### config.mk
export PLATFORM = sky130hd
export DESIGN_NAME = memory_request_arbiter
export DESIGN_NICKNAME = d
export VERILOG_FILES = /design/src/rtl/memory_request_arbiter_pkg.sv /design/src/rtl/memory_request_arbiter_owner_fifo.sv /design/src/rtl/memory_request_arbiter.sv
export SDC_FILE = /design/constraint.sdc
export NUM_CORES = 1
export LEC_CHECK = 0
export CORE_AREA = 2 2 64 66
export CTS_CLUSTER_SIZE = 12
export DETAILED_ROUTE_END_ITERATION = 16
export DIE_AREA = 0 0 66 68
export DONT_BUFFER_PORTS = 1
export SLEW_MARGIN = 20
export SYNTH_ARGS = -nofsm -noshare
export SYNTH_HDL_FRONTEND = slang
export SYNTH_SLANG_ARGS = --single-unit
### constraint.sdc
create_clock -name clk -period 3.2 [get_ports clk]
set_clock_uncertainty 0.1 [all_clocks]
set_input_delay 0.64 -clock clk [delete_from_list [all_inputs] [get_ports clk]]
set_output_delay 0.64 -clock clk [all_outputs]
set_load 0.05 [all_outputs]
### src/rtl/memory_request_arbiter_pkg.sv
// Shared types and sizes for the round-robin, credit-limited front end of the
// latency-simulated memory.
package memory_request_arbiter_pkg;

    localparam int MEM_ARB_REQ_NUM            = 2;
    localparam int MEM_LATENCY_SIM_QUEUE_SIZE = 8;
    localparam int MEM_REQ_PATH_W             = 32;

    typedef logic [MEM_REQ_PATH_W-1:0]                  mem_req_path_t;
    typedef logic [$clog2(MEM_ARB_REQ_NUM)-1:0]         mem_arb_req_idx_t;
    typedef logic [$clog2(MEM_LATENCY_SIM_QUEUE_SIZE):0] mem_arb_count_t;

endpackage

### src/rtl/memory_request_arbiter_owner_fifo.sv
// Owner FIFO: remembers which requester made each request pushed into the
// simulator so every issue can be tagged with its owner.
module mem_arb_owner_fifo #(
    parameter int DEPTH = 8,
    parameter int IDX_W = 1
) (
    input  logic             clk,
    input  logic             rst,
    input  logic             push_i,
    input  logic             pop_i,
    input  logic [IDX_W-1:0] push_idx_i,
    output logic [IDX_W-1:0] head_idx_o,
    output logic             empty_o,
    output logic             full_o
);
    localparam int PTR_W = $clog2(DEPTH);

    logic [PTR_W:0]   wr_ptr_q, rd_ptr_q;
    logic [IDX_W-1:0] entries_q [DEPTH];

    assign empty_o    = (wr_ptr_q == rd_ptr_q);
    assign full_o     = (wr_ptr_q[PTR_W] != rd_ptr_q[PTR_W]) &&
                        (wr_ptr_q[PTR_W-1:0] == rd_ptr_q[PTR_W-1:0]);
    assign head_idx_o = entries_q[rd_ptr_q[PTR_W-1:0]];

    // When full, a same-cycle push/pop writes the slot whose head is read out now.
    always_ff @(posedge clk) begin
        if (rst) begin
            wr_ptr_q  <= '0;
            rd_ptr_q  <= '0;
            entries_q <= '{default: '0};
        end else begin
            if (push_i) begin
                entries_q[wr_ptr_q[PTR_W-1:0]] <= push_idx_i;
                wr_ptr_q <= wr_ptr_q + 1'b1;
            end
            if (pop_i) begin
                rd_ptr_q <= rd_ptr_q + 1'b1;
            end
        end
    end

endmodule

### src/rtl/memory_request_arbiter.sv
// Round-robin arbiter with credit control in front of the latency-simulated
// memory; tags each simulator issue with the requester that pushed it.
module memory_request_arbiter
    import memory_request_arbiter_pkg::*;
#(
    parameter int NUM_REQ    = MEM_ARB_REQ_NUM,
    parameter int QUEUE_SIZE = MEM_LATENCY_SIM_QUEUE_SIZE
) (
    input  logic                            clk,
    input  logic                            rst,
    input  logic          [NUM_REQ-1:0]     req_valid_i,
    input  mem_req_path_t [NUM_REQ-1:0]     req_data_i,
    output logic          [NUM_REQ-1:0]     req_grant_o,
    output logic                            sim_push_o,
    output mem_req_path_t                   sim_pushed_data_o,
    input  logic                            sim_has_request_i,
    output logic                            issue_valid_o,
    output logic [$clog2(NUM_REQ)-1:0]      issue_owner_o,
    output logic [$clog2(QUEUE_SIZE):0]     outstanding_o
);
    localparam int IDX_W = $clog2(NUM_REQ);
    localparam int CNT_W = $clog2(QUEUE_SIZE) + 1;

    logic [IDX_W-1:0] rr_ptr_q, rr_ptr_d;
    logic [IDX_W-1:0] pick_idx, cand;
    logic [IDX_W:0]   scan_sum;
    logic             pick_found, can_push;
    logic [CNT_W-1:0] outstanding_q, outstanding_d;
    logic             fifo_empty, fifo_full;

    // A pop in this cycle frees its slot for a push in the same cycle.
    assign can_push = (outstanding_q < CNT_W'(QUEUE_SIZE)) || sim_has_request_i;

    always_comb begin
        pick_found = 1'b0;
        pick_idx   = '0;
        scan_sum   = '0;
        cand       = '0;
        for (int k = 0; k < NUM_REQ; k++) begin
            scan_sum = {1'b0, rr_ptr_q} + (IDX_W+1)'(k);
            if (scan_sum >= (IDX_W+1)'(NUM_REQ)) begin
                scan_sum = scan_sum - (IDX_W+1)'(NUM_REQ);
            end
            cand = scan_sum[IDX_W-1:0];
            if (!pick_found && req_valid_i[cand]) begin
                pick_found = 1'b1;
                pick_idx   = cand;
            end
        end
    end

    always_comb begin
        req_grant_o       = '0;
        sim_push_o        = 1'b0;
        sim_pushed_data_o = '0;
        if (can_push && pick_found) begin
            req_grant_o[pick_idx] = 1'b1;
            sim_push_o            = 1'b1;
            sim_pushed_data_o     = req_data_i[pick_idx];
        end
    end

    always_comb begin
        rr_ptr_d = rr_ptr_q;
        if (sim_push_o) begin
            rr_ptr_d = (pick_idx == IDX_W'(NUM_REQ-1)) ? '0 : pick_idx + IDX_W'(1);
        end
        unique case ({sim_push_o, sim_has_request_i})
            2'b10:   outstanding_d = outstanding_q + CNT_W'(1);
            2'b01:   outstanding_d = outstanding_q - CNT_W'(1);
            default: outstanding_d = outstanding_q;
        endcase
    end

    always_ff @(posedge clk) begin
        if (rst) begin
            rr_ptr_q      <= '0;
            outstanding_q <= '0;
        end else begin
            rr_ptr_q      <= rr_ptr_d;
            outstanding_q <= outstanding_d;
        end
    end

    mem_arb_owner_fifo #(
        .DEPTH (QUEUE_SIZE),
        .IDX_W (IDX_W)
    ) u_owner_fifo (
        .clk        (clk),
        .rst        (rst),
        .push_i     (sim_push_o),
        .pop_i      (sim_has_request_i),
        .push_idx_i (pick_idx),
        .head_idx_o (issue_owner_o),
        .empty_o    (fifo_empty),
        .full_o     (fifo_full)
    );

    assign issue_valid_o = sim_has_request_i;
    assign outstanding_o = outstanding_q;

    a_no_pop_when_idle: assert property (@(posedge clk) disable iff (rst)
        sim_has_request_i |-> (outstanding_q != '0) && !fifo_empty);
    a_credit_bound: assert property (@(posedge clk) disable iff (rst)
        outstanding_q <= CNT_W'(QUEUE_SIZE));
    a_grant_onehot: assert property (@(posedge clk) disable iff (rst)
        $onehot0(req_grant_o));
    a_fifo_no_overflow: assert property (@(posedge clk) disable iff (rst)
        (sim_push_o && !sim_has_request_i) |-> !fifo_full);

endmodule

==> PnR_summary.wiki, run 1 <==
{| class="wikitable"
! Metric !! Value
|-
| Port Buffers || 0
|-
| Post-synthesis xor/xnor area fraction || 4.44%
|-
| WP data arrival || 1.97 ns
|-
| Rel. slew slack || 58.1%
|-
| Number of detailed-route iterations in the first pass || 4
|-
| Final setup violating endpoints || 0
|-
| Worst reg2reg path startpoint || outstanding_o[3]
|-
| Worst-path cell with the longest stage delay || sky130_fd_sc_hd__dfxtp_1
|-
| Largest area contributor in the synthesized netlist || sky130_fd_sc_hd__dfxtp_1
|-
| Maximum buffer depth of the clock tree || 2
|-
| Area of all placed cells without fillers || 2050 µm²
|-
| Worst Setup End Kind || output port
|-
| Post-Synth Adder-Cell Area || 4.53%
|-
| GRT Residual Overflow || 0
|-
| Minimum setup slack in the final design || 0.486 ns
|-
| ANT cells || 0
|-
| Final Power || 1070 µW
|-
| Slew at the pin closest to its max-slew limit || 0.627 ns
|-
| Core outline area || 3860 µm²
|-
| Worst-case register-to-register setup slack || 0.84 ns
|-
| Max cap viols || 0
|-
| Category of the worst setup path launch point || flip-flop
|-
| Final worst-path cycle share || 84.8%
|-
| Proportion of netlist area held by the largest area contributor || 27.6%
|-
| Violation count after the first detailed-routing iteration || 35
|-
| Areal power density over the cells || 525 nW/µm²
|-
| Fmax achieved || 368 MHz
|-
| Die Y-Extent || 68 µm
|-
| Top post-synthesis cells by area || sky130_fd_sc_hd__dfxtp_1 28%, sky130_fd_sc_hd__a22o_1 20%, sky130_fd_sc_hd__mux2i_1 7.3%
|-
| X dimension of the die || 66 µm
|-
| Layout net count || 249
|-
| Via count || 1273
|-
| Post-synthesis instance total || 148
|-
| Hold Path Cell Cnt || 1
|-
| Worst path max stage delay || 0.34 ns
|-
| Seq/Total Area, Yosys || 27.6%
|-
| Placed inst area || 2000 µm²
|-
| CP Cell Sequence || inv_1 > a21boi_2 > and2_1 > buf_4 > a22o_1 > buf_12
|-
| Number of warning messages in the yosys log || 0
|-
| Library cells used by synthesis || 33
|-
| Insertion delay to the later sink of the worst-skew pair || 0.25 ns
|-
| Post-route setup TNS || 0 ns
|-
| Hold Crit Class || primary input to flip-flop
|-
| Initial antenna violation count || 0
|-
| Half-perimeter wire length after placement || 3770 µm
|-
| Clock Sinks || 19
|-
| TritonCTS Buffers || 3
|-
| Post-synthesis sequential element count || 19
|-
| Core occupancy in the finished layout || 53.1%
|-
| Area growth from synthesis to final layout || 48.2%
|-
| Source of the worst hold timing path || rst
|-
| CTS Root Buffer Type || sky130_fd_sc_hd__clkbuf_8
|-
| Worst Path Class, Setup || flip-flop to output port
|-
| Critical register-to-register path endpoint || outstanding_o[2]
|-
| Starting Density || 35.8%
|-
| GRT Resource Usage Total || 20.7%
|-
| Post-Synthesis Cell Area || 1380 µm²
|-
| Number of placement rows || 23
|-
| RSZ-0062 raised after global routing || no
|-
| Antenna Violating Nets Remaining || 0
|-
| Drt drc || 0
|-
| Setup fix buffers added after clock tree synthesis || 0
|-
| Kind of cell with the highest combined delay on the critical path || compound AO/OA/AOI/OAI gates
|-
| Largest family of logic cells by synthesized area || compound AO/OA/AOI/OAI gates
|-
| Largest net degree at the start of global routing || 34
|-
| Clock-pin slew on the worst setup and hold paths || 0.07 ns
|-
| Layout cell share with drive strength beyond 1 || 27.0%
|-
| Depth of the worst register-to-register path || 10
|-
| Compound-Gate Fraction of Synth Area || 24.9%
|-
| Maximum fanout along the worst path || 33
|-
| Clock tree from TritonCTS || done
|-
| Number of max-slew violations in the final report || 0
|-
| Synthesized net count || 222
|-
| Avg Synthesized Cell Area || 9.32 µm²
|-
| Count of instances resized after the clock tree is built || 0
|-
| Data required time of the critical path || 2.46 ns
|-
| Max IR drop VDD || 0.000365 V
|-
| Post-Place Worst Slack || 0.506 ns
|-
| Die ar. || 4490 µm²
|-
| I/O pin cnt || 110
|-
| Run status || completed
|-
| Gpl congestion || 0.765
|-
| Routed vias/inst || 5.68
|-
| Quantity of hold-fixing buffers added after cts || 0
|-
| Wire length of the first global-routing pass || 6800 µm
|-
| Basic-gate share of the synthesized area counting and, or, nand and nor cells || 17.7%
|-
| Max H-tree Level || 1
|-
| Time the final worst path needs with I/O delays and setup || 2.71 ns
|-
| Number of buffer and inverter instances along the worst setup path || 3
|-
| Hold endpoint || rr_ptr_q
|-
| Total routed wirelength || 4760 µm
|-
| Detail-routed net length per standard cell || 21.3 µm
|-
| Mux share of post-synthesis cell area || 12.1%
|-
| Static leakage power || 0.000878 µW
|-
| Number of global-route vias before repair || 1267
|-
| Most frequent cells in the layout || 32 x sky130_fd_sc_hd__a22o_1, 32 x sky130_fd_sc_hd__buf_12, 19 x sky130_fd_sc_hd__dfxtp_1
|-
| Hold violation count in the final report || 0
|}
cell type report:
cell class | count | area [µm²]
clock buffers | 4 | 45.0
fillers | 345 | 1810
inverters | 2 | 7.51
multi-input cells | 113 | 880
flip-flops and latches | 19 | 380
well taps | 50 | 62.6
repair buffers | 36 | 671
worst max path at each step:
stage	start	end	slack (ns)	cells after the start
3_5_place_dp	req_valid_i[1]	outstanding_o[3]	0.51	6
6_report	rr_ptr_q	sim_pushed_data_o[20]	0.49	6
2_1_floorplan	req_valid_i[1]	outstanding_o[3]	0.59	7
5_1_grt	rr_ptr_q	sim_pushed_data_o[20]	0.39	6
4_1_cts	rr_ptr_q	sim_pushed_data_o[20]	0.47	6
3_3_place_gp	req_valid_i[1]	outstanding_o[2]	0.57	9
report_power, final:
group / total (µW) / internal, µW / switching [µW]
combinational: 598 / 265 / 332
clock: 165 / 88.5 / 77.0
sequential: 311 / 258 / 52.9
total: 1070 / 612 / 462
cells in the mapped netlist (all sizes together):
cell type,instances
or3,2
inv,2
and2,1
nand2,6
and3,1
mux2,2
a211oi,1
or2,1
buf,10
a31oi,1
a21boi,1
nor2b,7
a22o,32
nand4b,2
mux2i,10
xor2,5
nor2,18
nor4b,2
nand4,3
nor4,1
xnor2,2
o32ai,1
o21ai,1
ha,5
a21oi,4
dfxtp,19
clkbuf,4
mux4,2
nand2b,1
nand3,1
state kept, by name (all words and copies together), names as in the netlist:
register	flops
outstanding_o	4
u_owner_fifo.entries_q	8
u_owner_fifo.wr_ptr_q	3
rr_ptr_q	1
u_owner_fifo.rd_ptr_q	3
metrics by stage:
step	hold slack, ns	std cells
floorplan	0.355	148
global placement	0.385	220
detailed placement	0.390	220
CTS	0.337	224
global route	0.329	224
finish	0.341	224
worst reg2reg max path: stages (launching register included):
cell and delay [ns]:
sky130_fd_sc_hd__dfxtp_1 0.30, sky130_fd_sc_hd__buf_4 0.19, sky130_fd_sc_hd__nand2b_4 0.13, sky130_fd_sc_hd__nand2_1 0.17, sky130_fd_sc_hd__ha_1 0.32, sky130_fd_sc_hd__xor2_1 0.16, sky130_fd_sc_hd__ha_1 0.20, sky130_fd_sc_hd__a21oi_1 0.17
sky130_fd_sc_hd__xor2_1 0.10, sky130_fd_sc_hd__or3_1 0.31, sky130_fd_sc_hd__a21oi_1 0.14
kinds of logic (layout without fill, tap and decap cells):
family                   after synthesis  count (layout)
AND/OR/NAND/NOR                       46              46
adder cells (fa/ha/maj)                5               5
buffers and inverters                 16              42
XOR/XNOR                               7               7
multiplexers                          14              14
AO/OA/AOI/OAI                         41              41
flip-flops                            19              19
layer usage:
layer	up-vias	global-route usage (%)	wire length, µm
li1	601	-	-
met3	12	5.59	467
met1	584	18.7	1540
met5	-	0	0
met4	0	11.7	208
met2	76	41.5	2540
No activity file was read; power rests on OpenSTA's default activity.
==> run 2: changes to the inputs <==
==> constraint.sdc (replaced) <==
create_clock -name clk -period 2.58 [get_ports clk]
set_clock_uncertainty 0.1 [all_clocks]
set_input_delay 0.516 -clock clk [delete_from_list [all_inputs] [get_ports clk]]
set_output_delay 0.516 -clock clk [all_outputs]
set_load 0.05 [all_outputs]
==> run 2 against run 1 <==
Against the previous run:
- register-to-register slack worse by 0.40 ns
- hold slack worse by 0.13 ns
- largest cell class unchanged
- highest routed layer unchanged
- critical path depth stayed put
==> PnR_summary.wiki, run 2 (same netlist as run 1, synthesis figures left out) <==
{| class="wikitable"
! Metric !! Value
|-
| Initial antenna violation count || 0
|-
| Critical register-to-register path endpoint || outstanding_o[2]
|-
| Insertion delay to the later sink of the worst-skew pair || 0.26 ns
|-
| Antenna Violating Nets Remaining || 0
|-
| Critical path depth || 6
|-
| Launching instance or port of the critical path || rr_ptr_q
|-
| Worst-path cell with the longest stage delay || sky130_fd_sc_hd__dfxtp_1
|-
| I/O pin cnt || 110
|-
| TritonCTS Buffers || 3
|-
| Routed vias/inst || 5.68
|-
| Clock Sinks || 19
|-
| Worst-case register-to-register setup slack || 0.44 ns
|-
| ANT cells || 0
|-
| Areal power density over the cells || 652 nW/µm²
|-
| Hold violation count in the final report || 0
|-
| End of the critical path || sim_pushed_data_o[20]
|-
| Max cap viols || 0
|-
| Die ar. || 4490 µm²
|-
| Quantity of hold-fixing buffers added after cts || 0
|-
| Clock tree from TritonCTS || done
|-
| Number of detailed-route iterations in the first pass || 4
|-
| Number of buffer and inverter instances along the worst setup path || 3
|-
| Worst path max stage delay || 0.34 ns
|-
| WP data arrival || 1.71 ns
|-
| Number of max-slew violations in the final report || 0
|-
| Core occupancy in the finished layout || 53.8%
|-
| Drt drc || 0
|-
| Violation count after the first detailed-routing iteration || 32
|-
| Category of the worst setup path launch point || flip-flop
|-
| Final setup violating endpoints || 0
|-
| Total routed wirelength || 4590 µm
|-
| Wire length of the first global-routing pass || 6590 µm
|-
| Largest net degree at the start of global routing || 35
|-
| Layout cell share with drive strength beyond 1 || 28.7%
|-
| Layout net count || 253
|-
| Met1 Resource Use GR || 18.0%
|-
| Most frequent cells in the layout || 32 x sky130_fd_sc_hd__a22o_1, 32 x sky130_fd_sc_hd__buf_12, 19 x sky130_fd_sc_hd__dfxtp_1
|-
| CP Cell Sequence || inv_1 > a21boi_2 > and2_1 > buf_4 > a22o_1 > buf_12
|-
| Number of placement rows || 23
|-
| Number of flip-flops under the largest register name || 8
|-
| Time the final worst path needs with I/O delays and setup || 2.32 ns
|-
| Worst reg2reg path startpoint || outstanding_o[3]
|-
| Max H-tree Level || 1
|-
| Clock-pin slew on the worst setup and hold paths || 0.07 ns
|-
| Final worst-path cycle share || 90.0%
|-
| Number of global-route vias before repair || 1310
|-
| X dimension of the die || 66 µm
|-
| Maximum fanout along the worst path || 34
|-
| Port Buffers || 0
|-
| Gpl congestion || 0.730
|-
| Slew at the pin closest to its max-slew limit || 0.651 ns
|-
| Via count || 1295
|-
| Core outline area || 3860 µm²
|-
| GRT Residual Overflow || 0
|-
| Worst Setup End Kind || output port
|-
| Run status || completed
|-
| Starting Density || 35.8%
|-
| Detail-routed net length per standard cell || 20.1 µm
|-
| Top reg by flops || u_owner_fifo.entries_q
|-
| GRT Resource Usage Total || 20.3%
|-
| Kind of cell with the highest combined delay on the critical path || buffers and inverters
|-
| Data required time of the critical path || 1.96 ns
|-
| CTS Root Buffer Type || sky130_fd_sc_hd__clkbuf_8
|-
| Max IR drop VDD || 0.000512 V
|-
| Hold Crit Class || primary input to flip-flop
|-
| Post-route setup TNS || 0 ns
|-
| Static leakage power || 0.000899 µW
|-
| Worst Path Class, Setup || flip-flop to output port
|-
| Rel. slew slack || 56.5%
|-
| GR Util met2 || 41.0%
|-
| Busiest layer in global routing || met2
|-
| Depth of the worst register-to-register path || 9
|-
| Half-perimeter wire length after placement || 3670 µm
|-
| Setup fix buffers added after clock tree synthesis || 0
|-
| Maximum buffer depth of the clock tree || 2
|-
| RSZ-0062 raised after global routing || no
|-
| Fmax achieved || 431 MHz
|-
| Area growth from synthesis to final layout || 50.4%
|-
| Count of instances resized after the clock tree is built || 0
|-
| Met3 track utilization from global routing || 2.96%
|-
| Die Y-Extent || 68 µm
|}
==> run 2: worst min-delay path by stage <==
stage                              startpoint                   endpoint  cells past startpoint
floorplan           u_owner_fifo.entries_q[1]  u_owner_fifo.entries_q[1]                      2
global placement    u_owner_fifo.entries_q[0]  u_owner_fifo.entries_q[0]                      2
finish                                    rst                   rr_ptr_q                      1
detailed placement  u_owner_fifo.entries_q[1]  u_owner_fifo.entries_q[1]                      2
CTS                                       rst                   rr_ptr_q                      1
global route                              rst                   rr_ptr_q                      1
==> run 2: power by group <==
group | internal [µW] | leakage [µW] | switching [µW]
clock network | 110 | 0.0000228 | 98.4
logic | 340 | 0.000721 | 433
registers | 320 | 0.000155 | 52.6
total | 770 | 0.000899 | 584
==> run 2: worst reg2reg max path, stage by stage, from the launching register on <==
cell,delay (ns)
sky130_fd_sc_hd__dfxtp_1,0.34
sky130_fd_sc_hd__nand2b_4,0.12
sky130_fd_sc_hd__nand2_1,0.11
sky130_fd_sc_hd__ha_1,0.29
sky130_fd_sc_hd__xor2_1,0.17
sky130_fd_sc_hd__ha_1,0.21
sky130_fd_sc_hd__a21oi_1,0.17
sky130_fd_sc_hd__xor2_1,0.11
sky130_fd_sc_hd__or3_1,0.31
sky130_fd_sc_hd__a21oi_1,0.15
==> run 2: through the flow <==
step	cells	area, µm²	hold WS (ns)	power (µW)	worst slack [ns]
global placement	224	2030	0.377	1130	0.225
detailed placement	224	2030	0.389	1150	0.0771
floorplan	148	1380	0.355	848	0.0955
CTS	228	2080	0.204	1370	0.252
finish	228	2080	0.209	1350	0.258
global route	228	2080	0.201	1410	0.180
==> run 2: routing by layer <==
metal | wire length (µm) | up-vias
met5 | 0 | -
met4 | 233 | 0
met3 | 323 | 14
met2 | 2500 | 78
met1 | 1540 | 591
li1 | - | 612
==> run 2: cell type report <==
cell class / count / area, µm²
clock buffer: 4 / 45.0
fill: 352 / 1780
inverter: 2 / 7.51
multi-input combinational: 113 / 880
sequential: 19 / 380
tap: 50 / 62.6
timing repair buffer: 40 / 701
==> run 3: changes to the inputs <==
--- a/config.mk
+++ b/config.mk
@@ -5,11 +5,13 @@
 export SDC_FILE = /design/constraint.sdc
 export NUM_CORES = 1
 export LEC_CHECK = 0
-export CORE_AREA = 2 2 64 66
+export CORE_AREA = 2 2 76 56
 export CTS_CLUSTER_SIZE = 12
 export DETAILED_ROUTE_END_ITERATION = 16
-export DIE_AREA = 0 0 66 68
+export DIE_AREA = 0 0 78 58
 export DONT_BUFFER_PORTS = 1
+export GPL_TIMING_DRIVEN = 0
+export RECOVER_POWER = 25
 export SLEW_MARGIN = 20
 export SYNTH_ARGS = -nofsm -noshare
 export SYNTH_HDL_FRONTEND = slang
==> run 3 against run 2 <==
Against the previous run:
- critical path depth is the same
- hold slack gained 0.10 ns
- die area grew 0.80%
- largest power group unchanged
- non-clock buffer count shrank 26
- worst setup slack lost 0.16 ns
- final area shrank 26%
- highest routed layer unchanged
- fmax shrank 6.5%
- register-to-register slack lost 0.28 ns
- sequential cell count is the same
- via count shrank 9.7%
- combinational power shrank 34%
- cell count shrank 11%
==> PnR_summary.wiki, run 3 (same netlist as run 1, synthesis figures left out) <==
{| class="wikitable"
! Metric !! Value
|-
| Clock Sinks || 19
|-
| Layout cell share with drive strength beyond 1 || 31.6%
|-
| Hold Crit Class || primary input to flip-flop
|-
| Violation count after the first detailed-routing iteration || 82
|-
| Drt drc || 0
|-
| Most frequent cells in the layout || 28 x sky130_fd_sc_hd__a22o_2, 18 x sky130_fd_sc_hd__nor2_1, 18 x sky130_fd_sc_hd__dfxtp_1
|-
| Hold endpoint || u_owner_fifo.rd_ptr_q[0]
|-
| Wire length of the first global-routing pass || 5020 µm
|-
| Source of the worst hold timing path || sim_has_request_i
|-
| Slew at the pin closest to its max-slew limit || 0.641 ns
|-
| Clock tree from TritonCTS || done
|-
| Insertion delay to the later sink of the worst-skew pair || 0.26 ns
|-
| Hold Path Cell Cnt || 2
|-
| Antenna Violating Nets Remaining || 0
|-
| Setup fix buffers added after clock tree synthesis || 0
|-
| Worst reg2reg path startpoint || outstanding_o[3]
|-
| RSZ-0062 raised after global routing || no
|-
| Largest net degree at the start of global routing || 11
|-
| TritonCTS Buffers || 3
|-
| Post-Place Worst Slack || -0.115 ns
|-
| Fmax achieved || 403 MHz
|-
| GRT Resource Usage Total || 13.9%
|-
| Multi-input combinational cell area || 922 µm²
|-
| Final std cells w/o fill || 204
|-
| Detail-routed net length per standard cell || 17.5 µm
|-
| Starting Density || 36.3%
|-
| GRT Residual Overflow || 0
|-
| Number of max-slew violations in the final report || 0
|-
| Filler cells || 389
|-
| Worst-case register-to-register setup slack || 0.16 ns
|-
| Layout net count || 227
|-
| Most frequent standard cell in the layout excluding fill and tap cells || sky130_fd_sc_hd__a22o_2
|-
| Top reg by flops || u_owner_fifo.entries_q
|-
| Final worst-path cycle share || 96.2%
|-
| Switching pwr || 530 µW
|-
| CTS Root Buffer Type || sky130_fd_sc_hd__clkbuf_8
|-
| Static leakage power || 0.000647 µW
|-
| Via count || 1170
|-
| Category of the worst setup path launch point || flip-flop
|-
| Clock share of power || 18.9%
|-
| I/O pin cnt || 110
|-
| Maximum buffer depth of the clock tree || 2
|-
| Die Y-Extent || 58 µm
|-
| Core outline area || 3800 µm²
|-
| ANT cells || 0
|-
| CP Cell Sequence || nand2b_4 > buf_6 > and3_1 > buf_6 > buf_6 > a22o_2
|-
| Port Buffers || 0
|-
| Hold WS || 0.311 ns
|-
| Maximum fanout along the worst path || 10
|-
| Number of detailed-route iterations in the first pass || 4
|-
| Half-perimeter wire length after placement || 2880 µm
|-
| Switching share of power || 47.6%
|-
| Number of global-route vias before repair || 1064
|-
| Routed vias/inst || 5.74
|-
| Run status || completed
|-
| Depth of the worst register-to-register path || 7
|-
| Max cap viols || 0
|-
| Die ar. || 4520 µm²
|-
| Total instance count after detailed placement || 200
|-
| Sequential fraction of design power || 35.3%
|-
| Final Power || 1110 µW
|-
| Area of all placed cells without fillers || 1530 µm²
|-
| Gpl congestion || 0.822
|-
| Max IR drop VDD || 0.000363 V
|-
| Worst-path cell with the longest stage delay || sky130_fd_sc_hd__dfxtp_2
|-
| Clock-pin slew on the worst setup and hold paths || 0.07 ns
|-
| Minimum setup slack in the final design || 0.0980 ns
|-
| Worst Setup End Kind || output port
|-
| Quantity of hold-fixing buffers added after cts || 0
|-
| Hold violation count in the final report || 0
|-
| Worst Path Class, Setup || flip-flop to output port
|-
| Areal power density over the cells || 727 nW/µm²
|-
| Number of placement rows || 19
|-
| Worst path max stage delay || 0.54 ns
|-
| Total routed wirelength || 3580 µm
|-
| Critical register-to-register path endpoint || outstanding_o[3]
|-
| WP data arrival || 1.87 ns
|-
| Cell seen most often among critical-path stages || sky130_fd_sc_hd__buf_6
|-
| Int Pwr || 582 µW
|-
| Placed inst area || 1450 µm²
|-
| Area growth from synthesis to final layout || 10.9%
|-
| Data required time of the critical path || 1.96 ns
|-
| Sequential cell area in the final layout || 382 µm²
|-
| Number of flip-flops under the largest register name || 8
|-
| X dimension of the die || 78 µm
|-
| Initial antenna violation count || 0
|-
| Rel. slew slack || 57.2%
|-
| Final setup violating endpoints || 0
|-
| Time the final worst path needs with I/O delays and setup || 2.48 ns
|-
| Part of the total power dissipated in combinational logic || 45.8%
|-
| Max H-tree Level || 1
|}
## run 3: cell types whose count changed in the layout (fill, tap and decap cells not counted), sizes merged
cell	before	now
buf	40	9
clkbuf	4	9
## run 3: layout make-up
cell class                 instances  area share (%)
sequential                        19            24.9
tap                               52            4.25
clock buffer                       4            2.94
buffer                            14            7.11
inverter                           2           0.491
multi-input combinational        113            60.3
## run 3: critical path, delay by kind of cell, from the launching register on
kind	cells	cell delay, ns
simple gates	2	0.24
compound gates	1	0.38
buf+inv	3	0.43
flops	1	0.54
## run 3: worst max path at each step
| stage | from | endpoint | slack, ns | cells after the start |
|---|---|---|---|---|
| floorplan | req_valid_i[1] | outstanding_o[3] | 0.1 | 7 |
| global placement | req_valid_i[1] | outstanding_o[3] | -0.06 | 7 |
| detailed placement | req_valid_i[1] | outstanding_o[3] | -0.12 | 7 |
| CTS | rr_ptr_q | sim_pushed_data_o[12] | 0.03 | 6 |
| global route | outstanding_o[3] | sim_pushed_data_o[14] | 0.04 | 6 |
| finish | outstanding_o[3] | sim_pushed_data_o[16] | 0.1 | 6 |
## run 3: metal layers
layer | GRT usage (%) | vias up | share of wire (%)
met3 | 4.21 | 2 | 6.3
met1 | 18.9 | 575 | 44
li1 | - | 557 | -
met4 | 1.50 | 0 | 0.36
met2 | 22.8 | 36 | 49
met5 | 0 | - | 0
## run 3: timing repair
action                                  CTS  global route
endpoints found under the setup margin   31            11
resized for setup                        29             1
endpoints found under the hold margin     0             0
## run 3: per-stage QoR
step	util [%]	TNS, ns
floorplan	-	0
global placement	38.0	-0.0600
detailed placement	38.0	-0.218
CTS	40.1	0
global route	40.2	0
finish	40.2	0
## run 3: power groups by stage
stage	registers, µW	logic (µW)	clock network, µW
5_1_grt	397	536	233
4_1_cts	392	509	219
3_5_place_dp	399	496	0
2_1_floorplan	390	458	0
6_report	392	509	210
3_3_place_gp	396	488	0
